==> src/rtl/tnoc_axi_packet_mux_pkg.sv <==
// Shared types for the AXI-side packet mux: NoC config, flit layout, head/tail helpers.
package tnoc_axi_packet_mux_pkg;

    typedef struct packed {
        int virtual_channels;
    } tnoc_config;

    localparam tnoc_config TNOC_DEFAULT_CONFIG = '{virtual_channels: 2};

    localparam int FLIT_DATA_W = 16;

    typedef struct packed {
        logic                   head;
        logic                   tail;
        logic [FLIT_DATA_W-1:0] data;
    } tnoc_flit;

    function automatic logic is_head_flit(tnoc_flit f);
        return f.head;
    endfunction

    function automatic logic is_tail_flit(tnoc_flit f);
        return f.tail;
    endfunction

    // VC index width, never narrower than one bit
    function automatic int vc_width(int vcs);
        return (vcs > 1) ? $clog2(vcs) : 1;
    endfunction

endpackage

==> src/rtl/tnoc_axi_packet_mux_if.sv <==
// Flit bundle between the AXI adapters, the mux and the router local port.
interface tnoc_axi_packet_mux_if
    import tnoc_axi_packet_mux_pkg::*;
#(
    parameter int PORTS = 2,
    parameter int VCS   = 2
) ();
    localparam int VC_WIDTH = vc_width(VCS);

    logic     [PORTS-1:0]               i_valid;
    logic     [PORTS-1:0]               o_ready;
    tnoc_flit [PORTS-1:0]               i_flit;
    logic     [PORTS-1:0][VC_WIDTH-1:0] i_vc;
    logic     [VCS-1:0]                 o_valid;
    logic     [VCS-1:0]                 i_ready;
    tnoc_flit                           o_flit;

    // mux side
    modport slave (
        input  i_valid, i_flit, i_vc, i_ready,
        output o_ready, o_valid, o_flit
    );

    // adapter / router side
    modport master (
        output i_valid, i_flit, i_vc, i_ready,
        input  o_ready, o_valid, o_flit
    );
endinterface

==> src/rtl/tnoc_axi_packet_mux_arbiter.sv <==
// Packet-locked round-robin arbiter with per-grant burst credit.
module tnoc_axi_packet_mux_arbiter #(
    parameter int PORTS     = 2,
    parameter int MAX_BURST = 1,
    parameter int PW        = (PORTS > 1) ? $clog2(PORTS) : 1
) (
    input  logic             clk,
    input  logic             rst_n,
    input  logic [PORTS-1:0] req_i,
    input  logic             xfer_i,
    input  logic             head_i,
    input  logic             tail_i,
    output logic [PORTS-1:0] grant_o,
    output logic [PW-1:0]    grant_idx_o
);
    localparam int CW = $clog2(MAX_BURST + 1);

    logic          lock_q, lock_d;
    logic [PW-1:0] lock_port_q, lock_port_d;
    logic [PW-1:0] rr_ptr_q, rr_ptr_d;
    logic [CW-1:0] burst_cnt_q, burst_cnt_d;

    logic          grant_vld;
    logic [PW-1:0] cand;
    int            scan_idx;
    logic [CW-1:0] cnt_base;
    int            cnt_new;

    // State register
    always_ff @(posedge clk) begin
        if (!rst_n) begin
            lock_q      <= 1'b0;
            lock_port_q <= '0;
            rr_ptr_q    <= '0;
            burst_cnt_q <= '0;
        end else begin
            lock_q      <= lock_d;
            lock_port_q <= lock_port_d;
            rr_ptr_q    <= rr_ptr_d;
            burst_cnt_q <= burst_cnt_d;
        end
    end

    // Grant: locked port, else first requester at or above rr_ptr (scan backwards so lowest offset wins)
    always_comb begin
        grant_vld   = 1'b0;
        grant_idx_o = '0;
        scan_idx    = 0;
        cand        = '0;
        if (lock_q) begin
            grant_vld   = 1'b1;
            grant_idx_o = lock_port_q;
        end else begin
            for (int k = PORTS - 1; k >= 0; k--) begin
                scan_idx = int'(rr_ptr_q) + k;
                if (scan_idx >= PORTS) scan_idx = scan_idx - PORTS;
                cand = PW'(scan_idx);
                if (req_i[cand]) begin
                    grant_vld   = 1'b1;
                    grant_idx_o = cand;
                end
            end
        end
        grant_o = grant_vld ? (PORTS'(1) << grant_idx_o) : '0;
    end

    // Lock, pointer and burst-credit update on each accepted flit
    always_comb begin
        lock_d      = lock_q;
        lock_port_d = lock_port_q;
        rr_ptr_d    = rr_ptr_q;
        burst_cnt_d = burst_cnt_q;
        cnt_base    = burst_cnt_q;
        cnt_new     = 0;
        if (xfer_i) begin
            // a packet from a port other than the credit holder starts a fresh burst
            if (head_i && (grant_idx_o != rr_ptr_q)) cnt_base = '0;
            burst_cnt_d = cnt_base;
            if (head_i && !tail_i) begin
                lock_d      = 1'b1;
                lock_port_d = grant_idx_o;
            end
            if (tail_i) begin
                lock_d  = 1'b0;
                cnt_new = int'(cnt_base) + 1;
                if (cnt_new < MAX_BURST) begin
                    rr_ptr_d    = grant_idx_o;
                    burst_cnt_d = CW'(cnt_new);
                end else begin
                    rr_ptr_d    = (int'(grant_idx_o) == PORTS - 1) ? '0 : grant_idx_o + PW'(1);
                    burst_cnt_d = '0;
                end
            end
        end
    end

endmodule

==> src/rtl/tnoc_axi_packet_mux.sv <==
// N-input packet mux onto one registered local flit output with one-hot per-VC valid.
module tnoc_axi_packet_mux
    import tnoc_axi_packet_mux_pkg::*;
#(
    parameter tnoc_config CONFIG    = TNOC_DEFAULT_CONFIG,
    parameter int         PORTS     = 2,
    parameter int         MAX_BURST = 1
) (
    input logic                  clk,
    input logic                  rst_n,
    tnoc_axi_packet_mux_if.slave bus
);
    localparam int VCS      = CONFIG.virtual_channels;
    localparam int VC_WIDTH = vc_width(VCS);
    localparam int PW       = (PORTS > 1) ? $clog2(PORTS) : 1;

    logic [VCS-1:0]      o_valid_q, o_valid_d;
    tnoc_flit            o_flit_q, o_flit_d;
    logic [VC_WIDTH-1:0] vc_q, vc_d;

    logic [PORTS-1:0]    grant;
    logic [PW-1:0]       grant_idx;
    tnoc_flit            flit_sel;
    logic [VC_WIDTH-1:0] vc_sel;
    logic                out_free, xfer, head, tail;

    // Register is free when empty or being drained this cycle
    assign out_free = (o_valid_q == '0) || ((o_valid_q & bus.i_ready) != '0);
    assign flit_sel = bus.i_flit[grant_idx];
    assign head     = is_head_flit(flit_sel);
    assign tail     = is_tail_flit(flit_sel);
    // body flits follow the VC latched from their head
    assign vc_sel   = head ? bus.i_vc[grant_idx] : vc_q;

    assign bus.o_ready = grant & {PORTS{out_free}};
    assign xfer        = |(bus.i_valid & bus.o_ready);
    assign bus.o_valid = o_valid_q;
    assign bus.o_flit  = o_flit_q;

    tnoc_axi_packet_mux_arbiter #(
        .PORTS    (PORTS),
        .MAX_BURST(MAX_BURST),
        .PW       (PW)
    ) u_arbiter (
        .clk        (clk),
        .rst_n      (rst_n),
        .req_i      (bus.i_valid),
        .xfer_i     (xfer),
        .head_i     (head),
        .tail_i     (tail),
        .grant_o    (grant),
        .grant_idx_o(grant_idx)
    );

    // Output register and locked VC
    always_ff @(posedge clk) begin
        if (!rst_n) begin
            o_valid_q <= '0;
            o_flit_q  <= '0;
            vc_q      <= '0;
        end else begin
            o_valid_q <= o_valid_d;
            o_flit_q  <= o_flit_d;
            vc_q      <= vc_d;
        end
    end

    // Load on accept (may overlap a drain), clear valid on drain-only, otherwise hold
    always_comb begin
        o_valid_d = o_valid_q;
        o_flit_d  = o_flit_q;
        vc_d      = vc_q;
        if (xfer) begin
            o_valid_d = VCS'(1) << vc_sel;
            o_flit_d  = flit_sel;
            if (head) vc_d = vc_sel;
        end else if (out_free) begin
            o_valid_d = '0;
        end
    end

endmodule
==> src/flat_wrapper.sv <==
// flat-port wrapper written by rule: the top's interface ports become plain ports
module tnoc_axi_packet_mux_flat import tnoc_axi_packet_mux_pkg::*;
#(
    parameter tnoc_config CONFIG    = TNOC_DEFAULT_CONFIG,
    parameter int         PORTS     = 2,
    parameter int         MAX_BURST = 1
)
  (clk, rst_n, bus_i_valid, bus_i_flit, bus_i_vc, bus_i_ready, bus_o_ready, bus_o_valid, bus_o_flit);
  tnoc_axi_packet_mux_if #(.PORTS(PORTS)) bus_i ();
  input logic clk;
  input logic rst_n;
  input wire logic [$bits(bus_i.i_valid)-1:0] bus_i_valid;
  input wire logic [$bits(bus_i.i_flit)-1:0] bus_i_flit;
  input wire logic [$bits(bus_i.i_vc)-1:0] bus_i_vc;
  input wire logic [$bits(bus_i.i_ready)-1:0] bus_i_ready;
  output wire logic [$bits(bus_i.o_ready)-1:0] bus_o_ready;
  output wire logic [$bits(bus_i.o_valid)-1:0] bus_o_valid;
  output wire logic [$bits(bus_i.o_flit)-1:0] bus_o_flit;
  assign bus_i.i_valid = bus_i_valid;
  assign bus_i.i_flit = bus_i_flit;
  assign bus_i.i_vc = bus_i_vc;
  assign bus_i.i_ready = bus_i_ready;
  assign bus_o_ready = bus_i.o_ready;
  assign bus_o_valid = bus_i.o_valid;
  assign bus_o_flit = bus_i.o_flit;
  tnoc_axi_packet_mux #(.CONFIG(CONFIG), .PORTS(PORTS), .MAX_BURST(MAX_BURST)) u_core (.clk(clk), .rst_n(rst_n), .bus(bus_i));
endmodule
==> config.mk <==
export PLATFORM = sky130hd
export DESIGN_NAME = tnoc_axi_packet_mux_flat
export DESIGN_NICKNAME = d
export VERILOG_FILES = /design/src/rtl/tnoc_axi_packet_mux_pkg.sv /design/src/rtl/tnoc_axi_packet_mux_if.sv /design/src/rtl/tnoc_axi_packet_mux_arbiter.sv /design/src/rtl/tnoc_axi_packet_mux.sv /design/src/flat_wrapper.sv
export SDC_FILE = /design/constraint.sdc
export NUM_CORES = 1
export LEC_CHECK = 0
export BUFFER_PORTS_ARGS = -buffer_cell sky130_fd_sc_hd__buf_4
export CAP_MARGIN = 40
export CORE_ASPECT_RATIO = 0.8
export CORE_MARGIN = 3
export CORE_UTILIZATION = 35
export CTS_BUF_LIST = sky130_fd_sc_hd__clkbuf_4 sky130_fd_sc_hd__clkbuf_8
export CTS_CLUSTER_SIZE = 28
export DETAILED_ROUTE_END_ITERATION = 16
export GPL_TIMING_DRIVEN = 0
export PLACE_DENSITY = 0.65
export SETUP_SLACK_MARGIN = 0.05
export SLEW_MARGIN = 20
export SYNTH_ARGS = -nofsm -noshare
export SYNTH_HDL_FRONTEND = slang
export SYNTH_HIERARCHICAL = 1
export SYNTH_SLANG_ARGS = --single-unit
==> constraint.sdc <==
create_clock -name clk -period 2.55 [get_ports clk]
set_input_delay 0 -clock clk [delete_from_list [all_inputs] [get_ports clk]]
set_output_delay 0 -clock clk [all_outputs]
set_load 0.02 [all_outputs]
==> flow_summary.toml, run 1 <==
[sta]
timing.hold.ws_ps = 76.9
fin_crit_sh_pct = 84.5
drv_slew = 0
setup_viol = 0
grt_setup_unrepaired = "no"
worst_slew_pin_slew_ps = 463
fin_crit_ps = 2150
worst_slack_ps = 395
fin_tns_setup_ps = 0
clock.fmax_mhz = 464
hold_viol = 0
max_slew_margin_pct = 69.1
fin_skew_ps = 1.74

[worst_setup_path]
ff2ff_path_depth = 10
cpPeakStageDelay_ps = 350
reg2reg_to = "u_core/u_arbiter/rr_ptr_q$_SDFFE_PN0P_"
r2r-start = "u_core/u_arbiter/lock_q$_SDFFE_PN0P_"
setup.worst_path.start_class = "register"
path_cells = "nand2b_2 > o21ai_2 > nor2_1 > a22oi_1 > a31oi_1 > buf_4 > buf_4 > and2_1 > o211ai_1 > a21boi_0"
crit_start = "u_core/u_arbiter/lock_q$_SDFFE_PN0P_"
critPathTopFamily = "compound AO/OA/AOI/OAI gates"
crit_arrival_ps = 2300
worst_path_most_repeated_cell = "buf_4"
cp.buffers_inverters = 2
crit_type = "reg -> reg"
critical_path.max_fanout = 13
crit_path_end_kind = "register"
required_ps = 2700
cp_slowest_cell = "dfxtp_1"
timing.reg2reg.setup_slack_ps = 400

[floorplan]
chipWidth_um = 71.3
ios = 66
die_y_um = 58.3
die_area_sq_um = 4160
initial_core_util_pct = 37.6
core_area_sq_um = 3180
num_rows = 18

[cts]
clk_path_buf_depth = 2
clkTransAtPathRegs_ps = 80
numClockSinks = 24
tritoncts = "yes"
holdBufCountCts = 1
cts.htree.levels = 1
cts_resized = 0
cts-root-buf = "clkbuf_8"
cts_buffers = 3
post_cts_buffers = 0
clock_latency_ps = 270

[placement]
dp.cells = 235
pre_cts_slack_ps = 450
post-dp-hpwl_mm = 2.59
port_buffers = 65
place.gp.congestion = 0.763

[worst_hold_path]
worstHoldPathCells = 3
min_from = "bus_i_flit[17]"
hold_class = "in -> reg"
hold_path_end = "u_core/bus.o_flit[17]$_SDFFE_PN0P_"

[cells_and_area]
final_nets = 245
finalNonFillerCells = 240
drive_gt1_share_pct = 41.0
diodes = 0
syn2layout_area_growth_pct = 51.8

[flow_run]
drv_cap = 0

[grt]
antenna_found_initial = 0
grtUsageTotal_pct = 15.0
grt_max_degree = 15
grt_pass1_vias = 1152
grt_overflow = 0
grt_pass1_wl_mm = 5.00

[synth]
syn_area_sq_um = 1190
synth.area.top_cells = "dfxtp_1 (40%), mux2i_1 (14%), a211oi_1 (10%)"
synth.net_count = 174
ys_seq_elements = 24
yosysTopAreaCell = "dfxtp_1"
avgSynthCellArea_sq_um = 9.19
synth_top_area_share_pct = 40.2
yosysWarnings = 6
synthCells = 130
ys_seq_area_share_pct = 40.2
ys_types = 33

[pwr]
power.density_nw_per_um2 = 687
vdd_drop_max_uv = 435
p_leak_nw = 0.815

[drt]
route.detailed.drc = 0
via_per_inst = 5.01
wl_per_cell_um = 13.4
wl_mm = 3.22
antenna_left = 0
drt_iter0_markers = 30
vias = 1203
drtPass1Iterations = 4

[status]
status = "complete, no violations"
==> routing by layer <==
metal / up-vias / track usage (%) / share of wire, %
met3: 4 / 4.85 / 7.2
li1: 611 / - / -
met2: 41 / 24.6 / 46
met4: 0 / 2.95 / 0.96
met5: - / 0 / 0
met1: 547 / 19.3 / 46
==> cell usage after synthesis (all sizes together) <==
library cell  instances
a211oi               16
a21boi                1
a21oi                 3
a22oi                 1
a311oi                1
a31o                  1
a31oi                 1
a32oi                 1
and2                  3
buf                   5
clkbuf                3
dfxtp                24
inv                   3
mux2                  2
mux2i                17
nand2                 9
nand2b                2
nand3                 3
nor2                 21
nor2b                 1
nor3                  1
o211ai                1
o21ai                 4
o21bai                1
o221ai                1
o311a                 1
or2                   1
or3b                  2
==> worst max-delay path by stage <==
stage                                                endpoint  slack, ps  depth (start not counted)
detailed placement     u_core/u_arbiter/rr_ptr_q$_SDFFE_PN0P_        450                         10
finish                 u_core/u_arbiter/rr_ptr_q$_SDFFE_PN0P_        400                         10
CTS                    u_core/u_arbiter/rr_ptr_q$_SDFFE_PN0P_        440                         10
floorplan              u_core/u_arbiter/rr_ptr_q$_SDFFE_PN0P_        730                         10
global route        u_core/u_arbiter/lock_port_q$_SDFFE_PN0P_        290                          9
global placement       u_core/u_arbiter/rr_ptr_q$_SDFFE_PN0P_        500                         10
==> stage by stage <==
step / area [sq um] / util [%] / power [mW]
after detailed placement: 1730 / 54.6 / 0.929
after CTS: 1810 / 57.1 / 1.26
after global routing: 1810 / 57.1 / 1.31
after floorplan: 1190 / - / 0.739
after global placement: 1730 / 54.6 / 0.917
final: 1810 / 57.1 / 1.25
==> logic make-up after synthesis <==
group	count (synthesis)	share of synthesized area, %
mux	19	16.4
buf+inv	11	5.13
flops	24	40.2
compound gates	33	21.2
simple gates	43	17.1
==> power by group <==
| part | leakage (nW) | switching, mW | internal, mW |
|---|---|---|---|
| clock network | 0.0357 | 0.120 | 0.210 |
| logic | 0.582 | 0.239 | 0.216 |
| registers | 0.198 | 0.0320 | 0.431 |
==> cells in the final DEF, fill, tap and decap left out, types with 2 or more instances in the layout <==
| cell | count |
|---|---|
| dfxtp_1 | 24 |
| mux2i_1 | 17 |
| o21ai_0 | 3 |
| nand2_1 | 9 |
| inv_1 | 3 |
| buf_4 | 69 |
| clkbuf_1 | 2 |
| or3b_1 | 2 |
| a21oi_1 | 3 |
| nor2_1 | 21 |
| a211oi_1 | 16 |
| clkbuf_8 | 3 |
| and2_1 | 3 |
| nand3_1 | 3 |
==> state kept, by name, indices dropped and copies added, names as in the netlist <==
name                          flops
u_core/vc_q                       1
u_core/u_arbiter/rr_ptr_q         1
u_core/bus.o_flit                18
u_core/u_arbiter/lock_q           1
u_core/u_arbiter/lock_port_q      1
u_core/bus.o_valid                2
==> cell type report <==
type | instances | area (sq um)
buffer | 8 | 50.0
tap | 40 | 50.0
multi-input combinational | 95 | 653
inverter | 3 | 11.3
clock buffer | 3 | 41.3
sequential | 24 | 480
clock inverter | 1 | 30.0
timing repair buffer | 66 | 498
fill | 292 | 1360
==> worst reg2reg max path, delay by kind of cell, from the launching register on <==
family | cells | cell delay, ps
buffers and inverters | 2 | 390
flip-flops | 1 | 350
AND/OR/NAND/NOR | 3 | 490
AO/OA/AOI/OAI | 5 | 830
Power figures use the tool's default switching activity.
==> inputs of run 2 (changes only) <==
clock period = 2.2 ns   (was 2.55 ns; I/O delays follow)
==> run 2 against run 1 <==
Register-to-register slack got worse by 220 ps; final cell count increased by 0.42%; clock power increased by 16%; worst hold slack improved by 0.87 ps; highest routed layer unchanged; routed wire length decreased by 0.65%; sequential power increased by 16%; worst setup slack got worse by 220 ps; critical path depth unchanged; largest power group unchanged; cell area increased by 0.83%.
==> flow_summary.toml, run 2 (synthesized netlist as in run 1, its figures left out) <==
[placement]
post-dp-hpwl_mm = 2.59
port_buffers = 65
place.gp.congestion = 0.763
pre_cts_slack_ps = 99.5

[drt]
route.detailed.drc = 0
via_per_inst = 4.99
wl_per_cell_um = 13.3
wl_mm = 3.20
vias = 1202
antenna_left = 0
drt_iter0_markers = 32
drtPass1Iterations = 4

[cts]
numClockSinks = 24
cts.htree.levels = 1
clock_latency_ps = 270
cts-root-buf = "clkbuf_8"
tritoncts = "yes"
clkTransAtPathRegs_ps = 80
cts_buffers = 3
clk_path_buf_depth = 2

[floorplan]
ios = 66
chipWidth_um = 71.3
num_rows = 18
die_area_sq_um = 4160
die_y_um = 58.3
core_area_sq_um = 3180
initial_core_util_pct = 37.6

[sta]
drv_slew = 0
setup_viol = 0
fin_tns_setup_ps = 0
worst_slack_ps = 172
grt_setup_unrepaired = "no"
hold_viol = 0
fin_crit_ps = 2030
fin_skew_ps = 1.51
max_slew_margin_pct = 69.2
clock.fmax_mhz = 493
worst_slew_pin_slew_ps = 461
fin_crit_sh_pct = 92.2

[status]
status = "complete, no violations"

[cells_and_area]
largest_reg_flops = 18
drive_gt1_share_pct = 41.3
syn2layout_area_growth_pct = 53.1
diodes = 0
final_nets = 246
final_common_cell = "buf_4"
mostFrequentLayoutCells = "buf_4 (70), dfxtp_1 (24), nor2_1 (21), mux2i_1 (17), a211oi_1 (16)"
n_fill_cell = 290

[grt]
antenna_found_initial = 0
grtUsageTotal_pct = 15.0
grt_max_degree = 15
grt_pass1_wl_mm = 5.00
grt_overflow = 0
grt_pass1_vias = 1152

[pwr]
vdd_drop_max_uv = 510
sequentialPowerShare_pct = 37.0
switchingPower_uw = 453
clock_power_share_pct = 26.3
switching_share_pct = 31.2
combPwrFrac_pct = 36.7
p_leak_nw = 0.822
power.density_nw_per_um2 = 793
internal-power_uw = 998

[flow_run]
drv_cap = 0

[worst_setup_path]
critical_path.max_fanout = 13
crit_arrival_ps = 2180
timing.reg2reg.setup_slack_ps = 170
crit_path_end_kind = "register"
crit_type = "reg -> reg"
required_ps = 2350
setup.worst_path.start_class = "register"

[worst_hold_path]
hold_class = "in -> reg"
==> run 2: cell count changes in the layout (fill, tap and decap cells not counted) <==
cell / delta
buf_4: +1
o21ai_4: +1
o21ai_2: -1
==> run 2: per-layer routing <==
layer	vias to the layer above	part of all wire (%)	track usage, %	wire [um]
li1	612	-	-	-
met1	541	45	19.3	1440
met2	45	46	24.6	1480
met3	4	7.6	4.85	244
met4	0	0.97	2.95	31
met5	-	0	0	0
==> run 2: critical path, stage by stage, from the launching register on <==
cell and delay, ps:
dfxtp_1 340, nand2b_2 220, o21ai_4 220, nor2_1 90, a22oi_1 240, a31oi_1 110, buf_4 160, buf_4 170
and2_1 170, o211ai_1 80, a21boi_0 110
==> run 2: through the flow <==
step	util [%]	cells	hold WS, ps	area (sq um)	power [mW]
after floorplan	-	130	114	1190	0.857
after global placement	54.6	235	272	1730	1.06
after detailed placement	54.6	235	281	1730	1.08
after CTS	57.1	240	70.0	1810	1.46
after global routing	57.6	241	80.9	1830	1.53
final	57.6	241	77.8	1830	1.45
==> run 2: area by class of cell <==
type / count / area [sq um] / share of cell area (%)
Tap cell: 40 / 50.0 / 2.74
Buffer: 8 / 50.0 / 2.74
Inverter: 3 / 11.3 / 0.616
Timing Repair Buffer: 67 / 505 / 27.6
Multi-Input combinational cell: 95 / 661 / 36.1
Clock inverter: 1 / 30.0 / 1.64
Sequential cell: 24 / 480 / 26.3
Clock buffer: 3 / 41.3 / 2.26
==> run 2: path summary, 6_finish.rpt <==
kind / from / endpoint / depth (start not counted)
worst min-delay path: bus_i_flit[8] / u_core/bus.o_flit[8]$_SDFFE_PN0P_ / 3
worst max-delay path: u_core/u_arbiter/lock_q$_SDFFE_PN0P_ / u_core/u_arbiter/rr_ptr_q$_SDFFE_PN0P_ / 10
worst min register to register: u_core/bus.o_flit[4]$_SDFFE_PN0P_ / u_core/bus.o_flit[4]$_SDFFE_PN0P_ / 2
worst max register to register: u_core/u_arbiter/lock_q$_SDFFE_PN0P_ / u_core/u_arbiter/rr_ptr_q$_SDFFE_PN0P_ / 10
==> run 2: timing repair <==
action / CTS / global route
gates resized for setup: 0 / 1
hold buffers: 1 / 0
endpoints found under the hold margin: 2 / 0
buffers inserted: 0 / 1
setup endpoints to repair: 0 / 2
==> run 2: power groups by stage <==
| stage | sequential (mW) | combinational, mW | clock, mW |
|---|---|---|---|
| global placement | 0.543 | 0.520 | 0 |
| CTS | 0.537 | 0.532 | 0.392 |
| floorplan | 0.612 | 0.244 | 0 |
| finish | 0.536 | 0.533 | 0.382 |
| detailed placement | 0.547 | 0.529 | 0 |
| global route | 0.545 | 0.577 | 0.408 |
